**src/rtl/mcs_fpro_bridge_seq.sv**
```systemverilog
// Registered MicroBlaze MCS I/O bus to FPro MMIO bridge: range check, one access at a time, 1-cycle io_ready.
// Optional read-modify-write for partial-byte writes when BRG_BYTE_MERGE_EN is defined.
module mcs_fpro_bridge_seq #(
    parameter logic [31:0] BRG_BASE   = 32'hc000_0000,
    parameter logic [31:0] RD_ERR_VAL = 32'hffff_ffff
) (
    input  logic        clk,
    input  logic        reset,
    input  logic        io_addr_strobe,
    input  logic        io_read_strobe,
    input  logic        io_write_strobe,
    input  logic [3:0]  io_byte_enable,
    input  logic [31:0] io_address,
    input  logic [31:0] io_write_data,
    output logic [31:0] io_read_data,
    output logic        io_ready,
    output logic        fp_mmio_cs,
    output logic        fp_wr,
    output logic        fp_rd,
    output logic [20:0] fp_addr,
    output logic [31:0] fp_wr_data,
    input  logic [31:0] fp_rd_data,
    output logic        bus_err
);

    localparam int unsigned AW = 21;
    localparam int unsigned DW = 32;

`ifdef BRG_BYTE_MERGE_EN
    typedef enum logic [1:0] {IDLE, BUS, RESP, RMW_RD} state_t;
`else
    typedef enum logic [1:0] {IDLE, BUS, RESP} state_t;
`endif

    state_t          state_q, state_d;
    logic            wr_q, wr_d;
    logic            io_ready_q, io_ready_d;
    logic [DW-1:0]   io_read_data_q, io_read_data_d;
    logic            fp_cs_q, fp_cs_d;
    logic            fp_wr_q, fp_wr_d;
    logic            fp_rd_q, fp_rd_d;
    logic [AW-1:0]   fp_addr_q, fp_addr_d;
    logic [DW-1:0]   fp_wr_data_q, fp_wr_data_d;
    logic            bus_err_q, bus_err_d;
    logic            in_range;
    logic            capture;
`ifdef BRG_BYTE_MERGE_EN
    logic [DW-1:0]   wdata_q, wdata_d;
    logic [3:0]      be_q, be_d;
    logic [DW-1:0]   merged;
`endif

    assign in_range = (io_address[31:24] == BRG_BASE[31:24]) && !io_address[23];
    assign capture  = (state_q == IDLE) && io_addr_strobe;

    // Read qualifier is implied (no write strobe means read); low address bits select nothing.
    logic unused_ok;
`ifdef BRG_BYTE_MERGE_EN
    assign unused_ok = ^{io_read_strobe, io_address[1:0]};
`else
    assign unused_ok = ^{io_read_strobe, io_address[1:0], io_byte_enable};
`endif

    // State and datapath registers
    always_ff @(posedge clk) begin
        if (!reset) begin
            state_q        <= IDLE;
            wr_q           <= 1'b0;
            io_ready_q     <= 1'b0;
            io_read_data_q <= '0;
            fp_cs_q        <= 1'b0;
            fp_wr_q        <= 1'b0;
            fp_rd_q        <= 1'b0;
            fp_addr_q      <= '0;
            fp_wr_data_q   <= '0;
            bus_err_q      <= 1'b0;
`ifdef BRG_BYTE_MERGE_EN
            wdata_q        <= '0;
            be_q           <= '0;
`endif
        end else begin
            state_q        <= state_d;
            wr_q           <= wr_d;
            io_ready_q     <= io_ready_d;
            io_read_data_q <= io_read_data_d;
            fp_cs_q        <= fp_cs_d;
            fp_wr_q        <= fp_wr_d;
            fp_rd_q        <= fp_rd_d;
            fp_addr_q      <= fp_addr_d;
            fp_wr_data_q   <= fp_wr_data_d;
            bus_err_q      <= bus_err_d;
`ifdef BRG_BYTE_MERGE_EN
            wdata_q        <= wdata_d;
            be_q           <= be_d;
`endif
        end
    end

    // Next state and captured access type
    always_comb begin
        state_d = state_q;
        wr_d    = wr_q;
`ifdef BRG_BYTE_MERGE_EN
        wdata_d = wdata_q;
        be_d    = be_q;
`endif
        case (state_q)
            IDLE: begin
                if (io_addr_strobe) begin
                    wr_d = io_write_strobe;
`ifdef BRG_BYTE_MERGE_EN
                    wdata_d = io_write_data;
                    be_d    = io_byte_enable;
                    if (!in_range)
                        state_d = RESP;
                    else if (io_write_strobe && (io_byte_enable == 4'h0))
                        state_d = RESP;
                    else if (io_write_strobe && (io_byte_enable != 4'hf))
                        state_d = RMW_RD;
                    else
                        state_d = BUS;
`else
                    state_d = in_range ? BUS : RESP;
`endif
                end
            end
            BUS:     state_d = RESP;
            RESP:    state_d = IDLE;
`ifdef BRG_BYTE_MERGE_EN
            RMW_RD:  state_d = BUS;
`endif
            default: state_d = IDLE;
        endcase
    end

`ifdef BRG_BYTE_MERGE_EN
    // Byte-lane merge of new write data over the word read during RMW_RD
    always_comb begin
        merged = fp_rd_data;
        for (int i = 0; i < 4; i++) begin
            if (be_q[i])
                merged[8*i +: 8] = wdata_q[8*i +: 8];
        end
    end
`endif

    // Registered outputs, aligned with the state being entered
    always_comb begin
        fp_cs_d        = 1'b0;
        fp_wr_d        = 1'b0;
        fp_rd_d        = 1'b0;
        io_ready_d     = 1'b0;
        io_read_data_d = '0;
        fp_addr_d      = fp_addr_q;
        fp_wr_data_d   = fp_wr_data_q;
        bus_err_d      = bus_err_q;

        if (capture && in_range) begin
            fp_addr_d = io_address[22:2];
            if (io_write_strobe)
                fp_wr_data_d = io_write_data;
        end
        if ((capture && !in_range) || (io_addr_strobe && (state_q != IDLE)))
            bus_err_d = 1'b1;

        case (state_d)
            BUS: begin
                fp_cs_d = 1'b1;
                fp_wr_d = wr_d;
                fp_rd_d = !wr_d;
`ifdef BRG_BYTE_MERGE_EN
                if (state_q == RMW_RD)
                    fp_wr_data_d = merged;
`endif
            end
`ifdef BRG_BYTE_MERGE_EN
            RMW_RD: begin
                fp_cs_d = 1'b1;
                fp_rd_d = 1'b1;
            end
`endif
            RESP: begin
                io_ready_d = 1'b1;
                if (state_q == BUS)
                    io_read_data_d = wr_q ? DW'(0) : fp_rd_data;
                else if (!io_write_strobe && !in_range)
                    io_read_data_d = RD_ERR_VAL;
            end
            default: ;
        endcase
    end

    assign io_ready     = io_ready_q;
    assign io_read_data = io_read_data_q;
    assign fp_mmio_cs   = fp_cs_q;
    assign fp_wr        = fp_wr_q;
    assign fp_rd        = fp_rd_q;
    assign fp_addr      = fp_addr_q;
    assign fp_wr_data   = fp_wr_data_q;
    assign bus_err      = bus_err_q;

endmodule
```
**config.mk**
```make
export PLATFORM = sky130hd
export DESIGN_NAME = mcs_fpro_bridge_seq
export DESIGN_NICKNAME = d
export VERILOG_FILES = /design/src/rtl/mcs_fpro_bridge_seq.sv
export SDC_FILE = /design/constraint.sdc
export NUM_CORES = 1
export LEC_CHECK = 0
export CORE_ASPECT_RATIO = 0.7
export CORE_MARGIN = 2
export CORE_UTILIZATION = 41
export DETAILED_ROUTE_END_ITERATION = 10
export GPL_TIMING_DRIVEN = 0
export PLACE_DENSITY = 0.85
export SLEW_MARGIN = 20
export SYNTH_ARGS = -nofsm -noshare
export SYNTH_HDL_FRONTEND = slang
export SYNTH_SLANG_ARGS = --single-unit
```
**constraint.sdc**
```tcl
create_clock -name clk -period 3.7 [get_ports clk]
set_input_delay 0.37 -clock clk [delete_from_list [all_inputs] [get_ports clk]]
set_output_delay 0.37 -clock clk [all_outputs]
set_load 0.01 [all_outputs]
```
==> flow_summary.json <==
{
  "total_leakage_power_nw": 2.10,
  "ys_dominant_reg_cell": "sky130_fd_sc_hd__dfxtp_1",
  "synth.distinct_cells": 25,
  "totalWireLength_mm": 9.92,
  "placement.io_buffers": 186,
  "final.period_utilization_pct": 54.9,
  "die-height_um": 80.8,
  "tritoncts_num_sinks": 93,
  "setup_viol": 0,
  "numCtsBuffers": 9,
  "layout.core_utilization_pct": 72.3,
  "power_density_nw_per_um2": 395,
  "detail-route-antenna-nets": 0,
  "cp-end-kind": "flop",
  "worst_vdd_rail_ir_drop_v": 0.000291,
  "ys_async_sr_fraction_pct": 0,
  "rows": 27,
  "drive_above_1_share_pct": 6.28,
  "multiInputGateArea_um2": 1420,
  "starting_density_of_the_core_pct": 43.1,
  "drt_first_pass_iters": 4,
  "setup_total_negative_slack_ns": 0,
  "setup.worst_path.start_class": "input port",
  "grt.overflow.total": 0,
  "number_of_enable_flip_flop_cells_after_synthesis": 0,
  "cts_tree": "done",
  "io-pin-count": 195,
  "worst-endpoint-required_ns": 3.96,
  "num-nets-final": 673,
  "internal_power_w": 0.00183,
  "timing.clock.skew_ns": 0.00401,
  "clock_insertion_delay_worst_skew_ns": 0.33,
  "grt_pass1_wl_mm": 15.3,
  "wl_per_cell_um": 14.7,
  "pwr-share-comb_pct": 9.1,
  "switchingPower_w": 0.000459,
  "cts_root_buf": "sky130_fd_sc_hd__clkbuf_16",
  "synth_sequential_area_ratio_pct": 53.9,
  "syn-cell-area_um2": 3450,
  "post-route-drc-count": 0,
  "standard_cell_core_area_um2": 8010,
  "slowest_stage": "sky130_fd_sc_hd__clkdlybuf4s50_1",
  "cp_slowest_stage_delay_ns": 0.56,
  "half_perimeter_wire_length_after_detailed_placement_mm": 7.53,
  "crit_chain": "clkdlybuf4s50_1, or3b_1, nor4_4, buf_6, mux2i_1",
  "synth-warning-count": 0,
  "setup.worst_path.class": "input port to flop",
  "timing.final.crit_period_ns": 2.03,
  "grt_start_max_net_pins": 16,
  "mappedNetlistNets": 476,
  "hold_viol_final": 0,
  "gp_congestion": 0.787,
  "synthesized_netlist_cell_count": 371,
  "netSwitchingFraction_pct": 20.1,
  "power.sequential.fraction_pct": 44.7,
  "critical_path.max_fanout": 10,
  "max_clock_freq_ghz": 0.492,
  "syn_area_per_cell_um2": 9.31,
  "worst_hold_path_startpoint": "fp_wr_data[1]",
  "area_growth_pct": 67.7,
  "antennaDiodeCount": 0,
  "antenna_found_initial": 0,
  "rsz0062_at_grt": "false",
  "max_cap_viol_count": 0,
  "result_of_the_run": "completed",
  "synth.ff_latch_count": 93,
  "clkPwrFrac_pct": 46.2,
  "fp.dieArea_um2": 9180,
  "cts_max_level": 3,
  "number_of_slew_limit_violations_in_the_final_report": 0,
  "cts.repair.resized": 0,
  "number_of_global_route_vias_before_repair": 3152,
  "vias_per_cell": 4.76,
  "vias": 3206,
  "tightestPinTransition_ns": 0.581,
  "area.sequential_um2": 1860,
  "critical_path_arrival_ns": 2.29,
  "n_fill_cell": 616,
  "post-cts-setup-buffer-count": 0,
  "drtIter0Drc": 162,
  "min_path_type": "flop to flop",
  "clkTransAtPathRegs_ns": 0.06,
  "critPathLaunch": "io_addr_strobe",
  "clock_tree.buffer_depth": 2,
  "chip_width_um": 114,
  "holdBufCountCts": 0,
  "max_slew_margin_pct": 61.0,
  "ff_to_ff_start": "state_q[1]",
  "grt_usage_pct": 21.3
}
## area by class of cell
class                   instances  area share [%]
clock inverters                 6            1.90
flip-flops and latches         93            32.2
multi-input cells             248            24.6
repair buffers                186            32.2
clock buffers                  10            4.13
well taps                     101            2.18
plain buffers                  30            2.92
## flip-flops by register name (all words and copies together), names as in the netlist
register	count
fp_wr_data	32
io_ready	1
fp_mmio_cs	1
fp_rd	1
bus_err	1
fp_addr	21
io_read_data	32
fp_wr	1
wr_q	1
state_q	2
## cells by family (layout without fill, tap and decap cells)
| logic type | Yosys count | count (layout) | synth area share (%) |
|---|---|---|---|
| multiplexers | 53 | 53 | 15.4 |
| buffers and inverters | 30 | 232 | 4.89 |
| AO/OA/AOI/OAI | 34 | 34 | 5.00 |
| AND/OR/NAND/NOR | 161 | 161 | 20.8 |
| flip-flops | 93 | 93 | 53.9 |
## per-stage QoR
step | instance area, um2 | power [W] | worst slack [ns] | std cells | hold WS [ns]
CTS | 5790 | 0.00231 | 1.63 | 674 | 0.459
global route | 5790 | 0.00236 | 1.54 | 674 | 0.469
finish | 5790 | 0.00229 | 1.67 | 674 | 0.455
detailed placement | 5440 | 0.00125 | 1.28 | 658 | 0.445
global placement | 5440 | 0.00125 | 1.34 | 658 | 0.441
floorplan | 3450 | 0.00110 | 1.96 | 371 | 0.444
## layout by cell type (no fill, tap or decap), drive strengths merged
cell | netlist | layout
a21boi | 1 | 1
and2 | 2 | 2
and3 | 1 | 1
and3b | 1 | 1
buf | 10 | 10
bufinv | 0 | 3
clkbuf | 20 | 30
clkdlybuf4s50 | 0 | 186
clkinv | 0 | 1
clkinvlp | 0 | 2
dfxtp | 93 | 93
mux2i | 53 | 53
nand2 | 141 | 141
nand4bb | 2 | 2
nor2 | 2 | 2
nor3 | 1 | 1
nor4 | 3 | 3
nor4b | 3 | 3
nor4bb | 1 | 1
o21ai | 33 | 33
or2 | 1 | 1
or3 | 1 | 1
or3b | 2 | 2
## worst max-delay path, delay by kind of cell
family	cells	cell delay [ns]
AND/OR/NAND/NOR	2	0.90
buffers and inverters	2	0.82
multiplexers	1	0.21
## final timing paths
path | end | slack (ns) | cells after the start
setup reg to reg | fp_addr[5] | 1.88 | 4
setup / recovery | fp_addr[5] | 1.67 | 5
hold / removal | fp_wr_data[1] | 0.46 | 2
hold reg to reg | fp_wr_data[1] | 0.46 | 2
## Yosys cell counts, drive strengths merged, types with 2 or more instances
cell / instances / area, um2
nor4b: 3 / 26.3
nand4bb: 2 / 27.5
mux2i: 53 / 531
nor4: 3 / 48.8
dfxtp: 93 / 1860
nor2: 2 / 7.51
and2: 2 / 12.5
clkbuf: 20 / 78.8
buf: 10 / 90.1
or3b: 2 / 17.5
o21ai: 33 / 165
nand2: 141 / 529
## layer usage
layer / vias up / GRT usage, % / share of wire (%)
met5: - / 0 / 0
met4: 0 / 6.59 / 1.0
met3: 12 / 7.84 / 8.5
met2: 116 / 36.3 / 47
met1: 1476 / 25.5 / 44
li1: 1602 / - / -
## power by group through the flow
stage	Combinational (W)	Clock [W]	Sequential, W
after floorplan	0.0000505	0	0.00105
after global placement	0.000204	0	0.00105
after detailed placement	0.000207	0	0.00105
after CTS	0.000209	0.00107	0.00102
after global routing	0.000222	0.00111	0.00102
final	0.000207	0.00106	0.00102
Power figures use the tool's default switching activity.
